**config.mk**
```make
export PLATFORM = sky130hd
export DESIGN_NAME = snake_vram_arbiter_flat
export DESIGN_NICKNAME = d
export VERILOG_FILES = /design/src/rtl/snake_vram_arbiter_if.sv /design/src/rtl/snake_vram_arbiter.sv /design/src/flat_wrapper.sv
export SDC_FILE = /design/constraint.sdc
export NUM_CORES = 1
export LEC_CHECK = 0
export ABC_AREA = 1
export CORE_ASPECT_RATIO = 1.25
export CORE_MARGIN = 2
export CORE_UTILIZATION = 50
export DETAILED_ROUTE_END_ITERATION = 6
export PLACE_DENSITY = 0.86
export SLEW_MARGIN = 5
export SYNTH_ARGS = -nofsm -noshare
export SYNTH_HDL_FRONTEND = slang
export SYNTH_SLANG_ARGS = --single-unit
```
**constraint.sdc**
```tcl
create_clock -name clk -period 4.1 [get_ports clk]
set_input_delay 1.23 -clock clk [delete_from_list [all_inputs] [get_ports clk]]
set_output_delay 1.23 -clock clk [all_outputs]
set_load 0.02 [all_outputs]
```
**src/rtl/snake_vram_arbiter_if.sv**
```systemverilog
// rtl/snake_vram_arbiter_if.sv - client, pixel-fetch, clear and VRAM signals of the VRAM arbiter
interface snake_vram_arbiter_if #(
  parameter int ADDR_W = 9,
  parameter int DATA_W = 4
);
  logic              vga_req;
  logic [ADDR_W-1:0] vga_addr;
  logic              vga_valid;
  logic [DATA_W-1:0] vga_q;

  logic              c0_req;
  logic              c0_we;
  logic [ADDR_W-1:0] c0_addr;
  logic [DATA_W-1:0] c0_wdata;
  logic              c0_gnt;
  logic              c0_rvalid;
  logic [DATA_W-1:0] c0_rdata;

  logic              c1_req;
  logic              c1_we;
  logic [ADDR_W-1:0] c1_addr;
  logic [DATA_W-1:0] c1_wdata;
  logic              c1_gnt;
  logic              c1_rvalid;
  logic [DATA_W-1:0] c1_rdata;

  logic              clr_start;
  logic              clr_busy;
  logic              clr_done;

  logic [ADDR_W-1:0] mem_raddr;
  logic [ADDR_W-1:0] mem_waddr;
  logic [DATA_W-1:0] mem_wdata;
  logic              mem_wren;
  logic [DATA_W-1:0] mem_q;

  modport slave (
    input  vga_req, vga_addr,
    output vga_valid, vga_q,
    input  c0_req, c0_we, c0_addr, c0_wdata,
    output c0_gnt, c0_rvalid, c0_rdata,
    input  c1_req, c1_we, c1_addr, c1_wdata,
    output c1_gnt, c1_rvalid, c1_rdata,
    input  clr_start,
    output clr_busy, clr_done,
    output mem_raddr, mem_waddr, mem_wdata, mem_wren,
    input  mem_q
  );

  modport master (
    output vga_req, vga_addr,
    input  vga_valid, vga_q,
    output c0_req, c0_we, c0_addr, c0_wdata,
    input  c0_gnt, c0_rvalid, c0_rdata,
    output c1_req, c1_we, c1_addr, c1_wdata,
    input  c1_gnt, c1_rvalid, c1_rdata,
    output clr_start,
    input  clr_busy, clr_done,
    input  mem_raddr, mem_waddr, mem_wdata, mem_wren,
    output mem_q
  );
endinterface

```
**src/rtl/snake_vram_arbiter.sv**
```systemverilog
// rtl/snake_vram_arbiter.sv - VRAM read/write port arbiter with tagged read return and screen-clear sequencer
module snake_vram_arbiter #(
  parameter int                ADDR_W   = 9,
  parameter int                DATA_W   = 4,
  parameter int                RD_LAT   = 2,
  parameter int                CELLS    = 475,
  parameter logic [DATA_W-1:0] CLR_DATA = '0
) (
  input logic                 clk,
  input logic                 rst,
  snake_vram_arbiter_if.slave bus
);
  typedef enum logic [1:0] {TAG_NONE, TAG_VGA, TAG_C0, TAG_C1} tag_t;
  typedef enum logic [1:0] {CLR_IDLE, CLR_RUN, CLR_LAST} clr_state_t;

  localparam logic [ADDR_W-1:0] LAST_ADDR = ADDR_W'(CELLS - 1);

  clr_state_t        r_clr_state, w_clr_state_nxt;
  logic [ADDR_W-1:0] r_clr_addr, w_clr_addr_nxt, w_clr_waddr;
  logic              r_clr_done, w_clr_done_nxt, w_clr_issue, w_clr_busy;

  logic              r_c0_gnt, r_c1_gnt, r_rd_last, r_wr_last, r_wren;
  logic [ADDR_W-1:0] r_raddr, r_waddr;
  logic [DATA_W-1:0] r_wdata;
  tag_t              r_tag [RD_LAT+1];

  logic              w_c0_rd, w_c1_rd, w_c0_wr, w_c1_wr;
  logic              w_c0_rd_gnt, w_c1_rd_gnt, w_c0_wr_gnt, w_c1_wr_gnt;
  logic [ADDR_W-1:0] w_raddr, w_waddr;
  logic [DATA_W-1:0] w_wdata;
  logic              w_wr_issue;
  tag_t              w_rd_tag;

  // A client is deaf in its grant cycle so a held request is not granted twice.
  assign w_c0_rd = bus.c0_req & ~bus.c0_we & ~r_c0_gnt;
  assign w_c1_rd = bus.c1_req & ~bus.c1_we & ~r_c1_gnt;
  assign w_c0_wr = bus.c0_req &  bus.c0_we & ~r_c0_gnt;
  assign w_c1_wr = bus.c1_req &  bus.c1_we & ~r_c1_gnt;

  assign w_clr_busy = (r_clr_state != CLR_IDLE);

  always_ff @(posedge clk or negedge rst) begin
    if (!rst) begin
      r_clr_state <= CLR_IDLE;
      r_clr_addr  <= '0;
      r_clr_done  <= 1'b0;
    end else begin
      r_clr_state <= w_clr_state_nxt;
      r_clr_addr  <= w_clr_addr_nxt;
      r_clr_done  <= w_clr_done_nxt;
    end
  end

  // The first clear write is issued straight from idle so writes start the cycle busy rises.
  always_comb begin
    w_clr_state_nxt = r_clr_state;
    w_clr_addr_nxt  = r_clr_addr;
    w_clr_waddr     = r_clr_addr;
    w_clr_issue     = 1'b0;
    w_clr_done_nxt  = 1'b0;
    case (r_clr_state)
      CLR_IDLE: begin
        if (bus.clr_start) begin
          w_clr_issue     = 1'b1;
          w_clr_waddr     = '0;
          w_clr_addr_nxt  = ADDR_W'(1);
          w_clr_state_nxt = CLR_RUN;
        end
      end
      CLR_RUN: begin
        w_clr_issue = 1'b1;
        if (r_clr_addr == LAST_ADDR) w_clr_state_nxt = CLR_LAST;
        else                         w_clr_addr_nxt  = r_clr_addr + ADDR_W'(1);
      end
      CLR_LAST: begin
        w_clr_state_nxt = CLR_IDLE;
        w_clr_done_nxt  = 1'b1;
      end
      default: w_clr_state_nxt = CLR_IDLE;
    endcase
  end

  always_comb begin
    w_c0_rd_gnt = 1'b0;
    w_c1_rd_gnt = 1'b0;
    w_raddr     = r_raddr;
    w_rd_tag    = TAG_NONE;
    if (bus.vga_req) begin
      w_raddr  = bus.vga_addr;
      w_rd_tag = TAG_VGA;
    end else if (w_c0_rd && (!w_c1_rd || r_rd_last)) begin
      w_c0_rd_gnt = 1'b1;
      w_raddr     = bus.c0_addr;
      w_rd_tag    = TAG_C0;
    end else if (w_c1_rd) begin
      w_c1_rd_gnt = 1'b1;
      w_raddr     = bus.c1_addr;
      w_rd_tag    = TAG_C1;
    end
  end

  always_comb begin
    w_c0_wr_gnt = 1'b0;
    w_c1_wr_gnt = 1'b0;
    w_wr_issue  = 1'b0;
    w_waddr     = r_waddr;
    w_wdata     = r_wdata;
    if (w_clr_issue) begin
      w_wr_issue = 1'b1;
      w_waddr    = w_clr_waddr;
      w_wdata    = CLR_DATA;
    end else if (!w_clr_busy) begin
      if (w_c0_wr && (!w_c1_wr || r_wr_last)) begin
        w_c0_wr_gnt = 1'b1;
        w_wr_issue  = 1'b1;
        w_waddr     = bus.c0_addr;
        w_wdata     = bus.c0_wdata;
      end else if (w_c1_wr) begin
        w_c1_wr_gnt = 1'b1;
        w_wr_issue  = 1'b1;
        w_waddr     = bus.c1_addr;
        w_wdata     = bus.c1_wdata;
      end
    end
  end

  always_ff @(posedge clk or negedge rst) begin
    if (!rst) begin
      r_c0_gnt  <= 1'b0;
      r_c1_gnt  <= 1'b0;
      r_rd_last <= 1'b1;
      r_wr_last <= 1'b1;
      r_raddr   <= '0;
      r_waddr   <= '0;
      r_wdata   <= '0;
      r_wren    <= 1'b0;
      for (int i = 0; i <= RD_LAT; i++) r_tag[i] <= TAG_NONE;
    end else begin
      r_c0_gnt <= w_c0_rd_gnt | w_c0_wr_gnt;
      r_c1_gnt <= w_c1_rd_gnt | w_c1_wr_gnt;
      if (w_c0_rd_gnt)      r_rd_last <= 1'b0;
      else if (w_c1_rd_gnt) r_rd_last <= 1'b1;
      if (w_c0_wr_gnt)      r_wr_last <= 1'b0;
      else if (w_c1_wr_gnt) r_wr_last <= 1'b1;
      r_raddr  <= w_raddr;
      r_waddr  <= w_waddr;
      r_wdata  <= w_wdata;
      r_wren   <= w_wr_issue;
      r_tag[0] <= w_rd_tag;
      for (int i = 1; i <= RD_LAT; i++) r_tag[i] <= r_tag[i-1];
    end
  end

  assign bus.c0_gnt    = r_c0_gnt;
  assign bus.c1_gnt    = r_c1_gnt;
  assign bus.vga_valid = (r_tag[RD_LAT] == TAG_VGA);
  assign bus.c0_rvalid = (r_tag[RD_LAT] == TAG_C0);
  assign bus.c1_rvalid = (r_tag[RD_LAT] == TAG_C1);
  assign bus.vga_q     = bus.mem_q;
  assign bus.c0_rdata  = bus.mem_q;
  assign bus.c1_rdata  = bus.mem_q;
  assign bus.clr_busy  = w_clr_busy;
  assign bus.clr_done  = r_clr_done;
  assign bus.mem_raddr = r_raddr;
  assign bus.mem_waddr = r_waddr;
  assign bus.mem_wdata = r_wdata;
  assign bus.mem_wren  = r_wren;
endmodule

```
**src/flat_wrapper.sv**
```systemverilog
// flat-port wrapper written by rule: the top's interface ports become plain ports
module snake_vram_arbiter_flat 
#(
  parameter int                ADDR_W   = 9,
  parameter int                DATA_W   = 4,
  parameter int                RD_LAT   = 2,
  parameter int                CELLS    = 475,
  parameter logic [DATA_W-1:0] CLR_DATA = '0
)
  (clk, rst, bus_vga_req, bus_vga_addr, bus_vga_valid, bus_vga_q, bus_c0_req, bus_c0_we, bus_c0_addr, bus_c0_wdata, bus_c0_gnt, bus_c0_rvalid, bus_c0_rdata, bus_c1_req, bus_c1_we, bus_c1_addr, bus_c1_wdata, bus_c1_gnt, bus_c1_rvalid, bus_c1_rdata, bus_clr_start, bus_clr_busy, bus_clr_done, bus_mem_raddr, bus_mem_waddr, bus_mem_wdata, bus_mem_wren, bus_mem_q);
  snake_vram_arbiter_if #(.ADDR_W(ADDR_W), .DATA_W(DATA_W)) bus_i ();
  input logic clk;
  input logic rst;
  input wire logic [$bits(bus_i.vga_req)-1:0] bus_vga_req;
  input wire logic [$bits(bus_i.vga_addr)-1:0] bus_vga_addr;
  output wire logic [$bits(bus_i.vga_valid)-1:0] bus_vga_valid;
  output wire logic [$bits(bus_i.vga_q)-1:0] bus_vga_q;
  input wire logic [$bits(bus_i.c0_req)-1:0] bus_c0_req;
  input wire logic [$bits(bus_i.c0_we)-1:0] bus_c0_we;
  input wire logic [$bits(bus_i.c0_addr)-1:0] bus_c0_addr;
  input wire logic [$bits(bus_i.c0_wdata)-1:0] bus_c0_wdata;
  output wire logic [$bits(bus_i.c0_gnt)-1:0] bus_c0_gnt;
  output wire logic [$bits(bus_i.c0_rvalid)-1:0] bus_c0_rvalid;
  output wire logic [$bits(bus_i.c0_rdata)-1:0] bus_c0_rdata;
  input wire logic [$bits(bus_i.c1_req)-1:0] bus_c1_req;
  input wire logic [$bits(bus_i.c1_we)-1:0] bus_c1_we;
  input wire logic [$bits(bus_i.c1_addr)-1:0] bus_c1_addr;
  input wire logic [$bits(bus_i.c1_wdata)-1:0] bus_c1_wdata;
  output wire logic [$bits(bus_i.c1_gnt)-1:0] bus_c1_gnt;
  output wire logic [$bits(bus_i.c1_rvalid)-1:0] bus_c1_rvalid;
  output wire logic [$bits(bus_i.c1_rdata)-1:0] bus_c1_rdata;
  input wire logic [$bits(bus_i.clr_start)-1:0] bus_clr_start;
  output wire logic [$bits(bus_i.clr_busy)-1:0] bus_clr_busy;
  output wire logic [$bits(bus_i.clr_done)-1:0] bus_clr_done;
  output wire logic [$bits(bus_i.mem_raddr)-1:0] bus_mem_raddr;
  output wire logic [$bits(bus_i.mem_waddr)-1:0] bus_mem_waddr;
  output wire logic [$bits(bus_i.mem_wdata)-1:0] bus_mem_wdata;
  output wire logic [$bits(bus_i.mem_wren)-1:0] bus_mem_wren;
  input wire logic [$bits(bus_i.mem_q)-1:0] bus_mem_q;
  assign bus_i.vga_req = bus_vga_req;
  assign bus_i.vga_addr = bus_vga_addr;
  assign bus_vga_valid = bus_i.vga_valid;
  assign bus_vga_q = bus_i.vga_q;
  assign bus_i.c0_req = bus_c0_req;
  assign bus_i.c0_we = bus_c0_we;
  assign bus_i.c0_addr = bus_c0_addr;
  assign bus_i.c0_wdata = bus_c0_wdata;
  assign bus_c0_gnt = bus_i.c0_gnt;
  assign bus_c0_rvalid = bus_i.c0_rvalid;
  assign bus_c0_rdata = bus_i.c0_rdata;
  assign bus_i.c1_req = bus_c1_req;
  assign bus_i.c1_we = bus_c1_we;
  assign bus_i.c1_addr = bus_c1_addr;
  assign bus_i.c1_wdata = bus_c1_wdata;
  assign bus_c1_gnt = bus_i.c1_gnt;
  assign bus_c1_rvalid = bus_i.c1_rvalid;
  assign bus_c1_rdata = bus_i.c1_rdata;
  assign bus_i.clr_start = bus_clr_start;
  assign bus_clr_busy = bus_i.clr_busy;
  assign bus_clr_done = bus_i.clr_done;
  assign bus_mem_raddr = bus_i.mem_raddr;
  assign bus_mem_waddr = bus_i.mem_waddr;
  assign bus_mem_wdata = bus_i.mem_wdata;
  assign bus_mem_wren = bus_i.mem_wren;
  assign bus_i.mem_q = bus_mem_q;
  snake_vram_arbiter #(.ADDR_W(ADDR_W), .DATA_W(DATA_W), .RD_LAT(RD_LAT), .CELLS(CELLS), .CLR_DATA(CLR_DATA)) u_core (.clk(clk), .rst(rst), .bus(bus_i));
endmodule
```
==> results summary, run 1 <==
The number of DRC violations after detailed routing is 0. The final critical-path required period is 2810 ps. The combined global-route utilization of all metal layers came out at 0.232. The placed cell count is 491. The number of buffers inserted to repair setup after CTS came out at 0. The via count of the first global-routing pass is 2581. The critical path in this run is classified as register to primary output.

The number of pins with negative max-slew slack in the final report came out at 0. The remaining number of nets flagged by the antenna check after routing is 0. The leakage power figure came out at 1.75 nW.

The largest individual stage delay along the critical path comes from the cell clkdlybuf4s50_1. The sequential area share after synthesis is 0.423. The floorplan die height is 85.7 um. The data arrival time at the worst-slack endpoint came out at 1580 ps. The worst path setup slack after routing is 1290 ps.

The share of final-layout standard cells stronger than drive strength 1 came out at 0.0711. At the end of the flow, the number of nets in the layout was 485. The deepest clock path buffer count is 2. Clock-pin slew was measured on the worst setup and hold paths at 80 ps. The measured slew at the worst slew-check pin came out at 976 ps.

The post-synthesis average cell area is 7.08 sq um. The number of antenna diodes in the final layout is 0. The buffers plus inverters on the worst setup path came out at 2. The iteration count of the initial detailed-routing pass came out at 4. Yosys mapped the design onto 26 distinct sky130hd cell types. The share of the core filled with cells in the final layout is 0.665. Entering global routing, the biggest net connects 46 pins. STA classifies the critical path endpoint as a primary output.

The horizontal die dimension came out at 69.3 um. The routed layout has 2530 vias. The residual overflow from global routing is 0. The number of nets produced by synthesis is 426. The number of synthesized flops with an enable pin came out at 0. The initial antenna violation count came to 0.

Walking the worst path, the cells encountered are nor2_1, inv_1, clkdlybuf4s50_1. The cell area that synthesis handed to floorplanning was 2670 sq um. The number of maximum-capacitance constraint violations came out at 0. The number of H-tree branching levels is 2. Clock latency on the worst-skew pair, taken at its later pin, is 290 ps.

The fmax came out at 356 MHz. The number of I/O pins is 89. The total of hold buffers inserted after clock tree synthesis came out at 0. Counting buffers and inverters, the worst setup path is 3 cells deep.

The maximum fanout along the worst path is 4. The final weighted congestion in routability-driven placement came out at 0.871. In the synthesized netlist the dominant register cell turns out to be dfrtp_1. Setup repair after global routing left no endpoint under its margin. The HPWL after detailed placement is 5050 um. The worst setup path is launched from a register. The flow ran to the end, and the final reports show no timing, DRC or antenna violations. Prior to clock tree synthesis, the placed netlist has a worst setup slack of 1200 ps.

The Yosys step of the flow raised 0 warnings. The total number of clock tree sinks is 45. The post-cts resize count is 0. The highest cell delay on the worst timing path came out at 550 ps.

The worst slew slack as a fraction of its limit came out at 0.349. In this run the power density over the cells is 269 nW/um^2. The full die area is 5940 sq um. The flop-to-flop setup slack came out at 2340 ps.

The cell family contributing the most delay on the critical path is buffers and inverters. The filler cell count came out at 442. Using the TritonRoute via totals, the vias-per-cell ratio works out to 5.08.

The final design instance area without fill came out at 3400 sq um. The count of buffers inserted at the top-level ports is 72. The placed cell area is 3320 sq um. Synthesis inferred 45 register bits. The cell count after synthesis is 377. For the worst setup path, the data required time is 2870 ps. The sequential cell area in the final layout is 1130 sq um.

For the final database, setup skew stands at 5.56 ps. The number of endpoints failing setup at the final stage came out at 0. The min-delay analysis places its worst path in the category register to register. The highest ir drop seen on vdd is 133 uV. The routed length per placed instance came out at 13.0 um. The number of cells traversed by the worst register-to-register path came out at 9.

The cell row count came out at 29. The number of standard cells in the layout, taps in and fillers out is 498. CTS placed an instance of clkbuf_8 at the clock tree root. The number of design-rule violations left by the first detailed-router iteration came out at 237.

The wire length of the first global-routing pass is 11300 um. The sum of negative setup slack came out at 0 ps. Summing all multi-input logic gate instances after layout gives 1150 sq um.

The floorplan core area came out at 5120 sq um. The share of async-settable or async-resettable flops after synthesis came out at 1.00. Of the available clock period, the critical path in the final layout requires 0.686. The final-report hold violation count is 0. The wire length reported by the detailed router came out at 6480 um. The layout overhead on the synthesized area came out at 27.5%. The starting utilization of the core area came out at 0.522.

The number of clock buffers added by TritonCTS is 5. TritonCTS built the clock tree. Along the worst hold path, the cell count comes to 0.
## routing by layer
layer / wire [um] / part of all wire / GRT usage
met1: 2690 / 0.42 / 0.282
met2: 3280 / 0.51 / 0.408
met3: 322 / 0.050 / 0.0376
met4: 183 / 0.028 / 0.0945
met5: 0 / 0 / 0
## power breakdown
group | internal (W) | switching [W] | total [W]
Clock | 0.000134 | 0.000139 | 0.000273
Combinational | 0.0000804 | 0.0000886 | 0.000169
Sequential | 0.000462 | 0.0000103 | 0.000473
Total | 0.000677 | 0.000238 | 0.000914
## cells by family after synthesis
| logic type | Yosys count | synth area share |
|---|---|---|
| simple gates | 210 | 0.345 |
| buf+inv | 85 | 0.147 |
| flops | 45 | 0.423 |
| compound gates | 34 | 0.0722 |
| fa+ha+maj | 2 | 0.00937 |
| xor+xnor | 1 | 0.00328 |
## stage by stage
stage | power, W | hold WS, ps
after global routing | 0.000956 | 368
after detailed placement | 0.000650 | 343
after global placement | 0.000647 | 333
after CTS | 0.000924 | 360
final | 0.000914 | 356
after floorplan | 0.000573 | 331
## cell usage in the layout, fill, tap and decap left out
cell / instances
dfrtp_1: 43
nor3b_1: 1
buf_4: 1
nand3_2: 2
o21ai_0: 8
buf_2: 1
nand2_2: 5
nor3_2: 1
nor2_1: 52
nand2_4: 1
a21oi_2: 1
clkbuf_8: 6
clkinv_1: 1
nor3_1: 2
o21ai_1: 7
ha_1: 2
nand3_1: 48
xor2_1: 1
a21oi_1: 13
clkdlybuf4s50_1: 71
nand4_1: 11
o21ai_2: 5
inv_2: 6
nand2_1: 87
inv_1: 57
dfstp_2: 2
clkbuf_1: 1
## flip-flops by register name (all words and copies together), names as in the netlist
signal and cells:
u_core.bus.mem_raddr 9, u_core.bus.mem_waddr 9, u_core.r_clr_addr 9, u_core.r_tag 6, u_core.bus.mem_wdata 4, u_core.r_clr_state 2
u_core.bus.c0_gnt 1, u_core.bus.c1_gnt 1, u_core.bus.clr_done 1, u_core.bus.mem_wren 1, u_core.r_rd_last 1, u_core.r_wr_last 1
## layout make-up
class | instances | area share
Multi-Input combinational cell | 247 | 0.337
Sequential cell | 45 | 0.332
Timing Repair Buffer | 73 | 0.213
Inverter | 64 | 0.0706
Clock buffer | 7 | 0.0254
Tap cell | 62 | 0.0228
## worst paths after layout
path,start,endpoint
max,u_core.r_clr_state[0]$_DFFE_PN0P_,bus_clr_busy
min,u_core.r_tag[5]$_DFF_PN0_,u_core.r_tag[3]$_DFF_PN0_
max reg2reg,u_core.r_clr_addr[0]$_DFFE_PN0P_,u_core.r_clr_addr[6]$_DFFE_PN0P_
min reg2reg,u_core.r_tag[5]$_DFF_PN0_,u_core.r_tag[3]$_DFF_PN0_
max in group asynchronous,rst,u_core.r_clr_addr[2]$_DFFE_PN0P_
min in group asynchronous,rst,u_core.r_clr_addr[0]$_DFFE_PN0P_
## cell usage after synthesis (5+ instances only)
master / count / area, sq um
o21ai_0: 8 / 40.0
nand3_1: 48 / 240
nand2_2: 5 / 31.3
a21oi_1: 13 / 65.1
dfrtp_1: 43 / 1080
o21ai_2: 5 / 43.8
nor2_1: 52 / 195
nand4_1: 11 / 68.8
buf_4: 15 / 113
o21ai_1: 7 / 35.0
inv_2: 6 / 22.5
inv_1: 57 / 214
nand2_1: 87 / 327
Note: power is estimated with default switching activity, not from simulation.
==> inputs of run 2 (changes only) <==
Settings changed: CORE_UTILIZATION 50 to 42, PLACE_DENSITY 0.86 to 0.77.
Clock period 4.1 ns to 2.5 ns, I/O delays scaled along.
==> run 2 against run 1 <==
Compared with the run above:
- clock power up 62%
- sequential power up 64%
- flip-flop and latch count unchanged
- worst setup slack worse by 1200 ps
- clock skew about the same
- die area up 18%
- count of clock-buffer cells in the layout down 1
- routed wire length up 4.5%
- critical endpoint unchanged
- largest cell class unchanged
==> results summary, run 2 (synthesis results as in run 1) <==
Status: finished clean (unchanged). The worst slack at placement came out at 156 ps (was 1200 ps). The number of maximum-capacitance constraint violations was 0 (unchanged).

The worst hold-check slack came out at 335 ps (was 356 ps). The highest cell delay on the worst timing path came out at 550 ps (about the same). The routed length per placed instance is 12.9 um (was 13.0 um). The data arrival time at the worst-slack endpoint is 1620 ps (was 1580 ps). The worst slew slack as a fraction of its limit came out at 0.722 (was 0.349). The post-cts resize count came to 0 (unchanged). The flop-to-flop setup slack came out at 790 ps (was 2340 ps). The total via count in the routed design was 2549 (was 2530). The number of DRC violations after detailed routing was 0 (unchanged).

The number of design-rule violations left by the first detailed-router iteration is 186 (was 237). The data required time at the worst endpoint is 1750 ps (was 2870 ps). The total number of clock tree sinks is 45 (unchanged).

Chain of cells forming the critical path: nor2_1, inv_1, clkdlybuf4s50_1 (unchanged). The sum of negative setup slack is 0 ps (unchanged). The combined global-route utilization of all metal layers is 0.212 (was 0.232). The remaining number of nets flagged by the antenna check after routing was 0 (unchanged).

The measured slew at the worst slew-check pin is 417 ps (was 976 ps). The total number of nets in the final design was 489 (was 485). The startpoint class of the critical path is a register (unchanged). The placed cell area came out at 3380 sq um (was 3320 sq um). The part of the power in registers is 0.516 (was 0.517). The endpoint of the worst-slack reg-to-reg timing path was u_core.r_clr_addr[3]$_DFFE_PN0P_ (was u_core.r_clr_addr[6]$_DFFE_PN0P_). The power density of the placed cells is 434 nW/um^2 (was 269 nW/um^2). The total clock buffers created by CTS came out at 5 (unchanged). The number of buffers inserted to repair setup after CTS is 0 (unchanged).

The standard cell with the maximum stage delay on the critical path is clkdlybuf4s50_1 (unchanged). The number of endpoints failing setup at the final stage is 0 (unchanged). The starting utilization of the core area came out at 0.433 (was 0.522). The buffer cell driving the clock tree root is clkbuf_8 (unchanged). The number of diodes added for antenna fixing is 0 (unchanged).

The largest net degree at the start of global routing came out at 19 (was 46). The launch point of the critical path is u_core.r_clr_state[0]$_DFFE_PN0P_ (unchanged). The number of pins with negative max-slew slack in the final report came out at 0 (unchanged). The number of standard cells in the layout, taps in and fillers out is 526 (was 498). The wire length of the first global-routing pass came out at 11500 um (was 11300 um). The final design instance area without fill is 3460 sq um (was 3400 sq um). The via count of the first global-routing pass came to 2535 (was 2581).

The clock-pin transition on the worst setup and hold timing paths is 90 ps (was 80 ps). The floorplan die height came out at 93.1 um (was 85.7 um). The cell row count is 32 (was 29). The initial antenna violation count came out at 0 (unchanged). The most common cell after layout, fill and taps aside is nand2_1 (unchanged). The launch point of the worst reg-to-reg path is u_core.r_clr_addr[0]$_DFFE_PN0P_ (unchanged).

The floorplan core area came out at 6170 sq um (was 5120 sq um). The share of power burned in the clock network came to 0.295 (was 0.298). The horizontal die dimension came to 75.3 um (was 69.3 um). The highest ir drop seen on vdd came out at 200 uV (was 133 uV). The worst path setup slack after routing came out at 135 ps (was 1290 ps). The filler cell count is 632 (was 442). The full die area came to 7010 sq um (was 5940 sq um). The average vias per placed instance is 4.85 (was 5.08). The maximum fanout along the worst path is 4 (unchanged). The final-report hold violation count is 0 (unchanged). The number of H-tree branching levels came to 2 (unchanged). Commonest cells after routing, fill and taps aside: 87 x nand2_1, 71 x clkdlybuf4s50_1, 57 x inv_1 (unchanged). The final critical-path required period came out at 2370 ps.

The endpoint kind of the worst setup timing path is a primary output (unchanged). The clock tree from TritonCTS is built (unchanged). The classification of the worst-slack hold path is input pin to async pin (was register to register). The internal power of the cells came out at 0.00109 W (was 0.000677 W). The insertion delay to the later sink of the worst-skew pair was 300 ps (was 290 ps). The iteration count of the initial detailed-routing pass is 4 (unchanged).

The number of I/O pins is 89 (unchanged). The power spent charging and discharging nets is 0.000412 W (was 0.000238 W). For this run, the top clock speed supported by timing is 423 MHz.

Setup repair after global routing missed its margin: false (unchanged). The final weighted congestion in routability-driven placement came to 0.891 (was 0.871). The leakage power figure is 1.77 nW (was 1.75 nW). The post-route fraction of the period consumed by the critical path came out at 0.946.

The critical path start-end classification is register to primary output (unchanged). The relative contribution of combinational cells to total power is 0.189 (was 0.185). The total of hold buffers inserted after clock tree synthesis was 0 (unchanged).

The count of buffers inserted at the top-level ports came out at 72 (unchanged). The fraction of power spent switching nets is 0.275 (was 0.260). The placed cell count is 518 (was 491). The wire length reported by the detailed router came out at 6770 um (was 6480 um). The deepest clock path buffer count came out at 2 (unchanged). The setup clock skew after layout came to 5.98 ps (was 5.56 ps). The share of final-layout standard cells stronger than drive strength 1 came to 0.0816 (was 0.0711). The residual overflow from global routing came to 0 (unchanged). The layout overhead on the synthesized area came out at 29.6% (was 27.5%).

The HPWL after detailed placement is 5340 um (was 5050 um). The number of cells traversed by the worst register-to-register path came out at 9 (unchanged).
[run 2: cell types whose count changed in the layout (fill, tap and decap cells not counted)]
cell / previous run / this run
clkinv_2: 0 / 2
buf_4: 1 / 5
clkbuf_8: 6 / 5
[run 2: area by class of cell]
| cell class | instances | area, sq um | area share |
|---|---|---|---|
| clock buffers | 6 | 72.6 | 0.0210 |
| multi-input cells | 247 | 1150 | 0.332 |
| inverters | 64 | 240 | 0.0695 |
| clock inverters | 2 | 10.0 | 0.00289 |
| well taps | 85 | 106 | 0.0308 |
| repair buffers | 77 | 753 | 0.218 |
| flip-flops and latches | 45 | 1130 | 0.326 |
[run 2: metal layers]
metal  part of all wire  GRT usage  routed length (um)
met5                  0          0                   0
met4              0.021     0.0760                 140
met3              0.044     0.0334                 297
met2               0.51      0.357                3470
met1               0.42      0.268                2850
[run 2: worst max path at each step]
stage	to	slack [ps]	cells past startpoint
2_1_floorplan	bus_c0_rdata[0]	870	1
3_3_place_gp	u_core.bus.mem_raddr[0]$_DFFE_PN0P_	220	8
3_5_place_dp	u_core.bus.mem_waddr[1]$_DFFE_PN0P_	160	6
4_1_cts	bus_clr_busy	110	3
5_1_grt	bus_clr_busy	20	3
6_report	bus_clr_busy	130	3
[run 2: metrics by stage]
| step | utilization | power, W |
|---|---|---|
| 2_1_floorplan | - | 0.000940 |
| 3_3_place_gp | 0.547 | 0.00107 |
| 3_5_place_dp | 0.547 | 0.00107 |
| 4_1_cts | 0.561 | 0.00151 |
| 5_1_grt | 0.561 | 0.00158 |
| 6_report | 0.561 | 0.00150 |
[run 2: critical path: cells and delay by family, from the launching register on]
family / cells / cell delay, ps
AND/OR/NAND/NOR: 1 / 240
flip-flops: 1 / 420
buffers and inverters: 2 / 650
[run 2: power groups by stage]
stage	registers [W]	logic (W)	clock network, W
after floorplan	0.000810	0.000130	0
after global placement	0.000788	0.000282	0
after detailed placement	0.000787	0.000286	0
after CTS	0.000774	0.000287	0.000445
after global routing	0.000777	0.000314	0.000486
final	0.000774	0.000284	0.000443
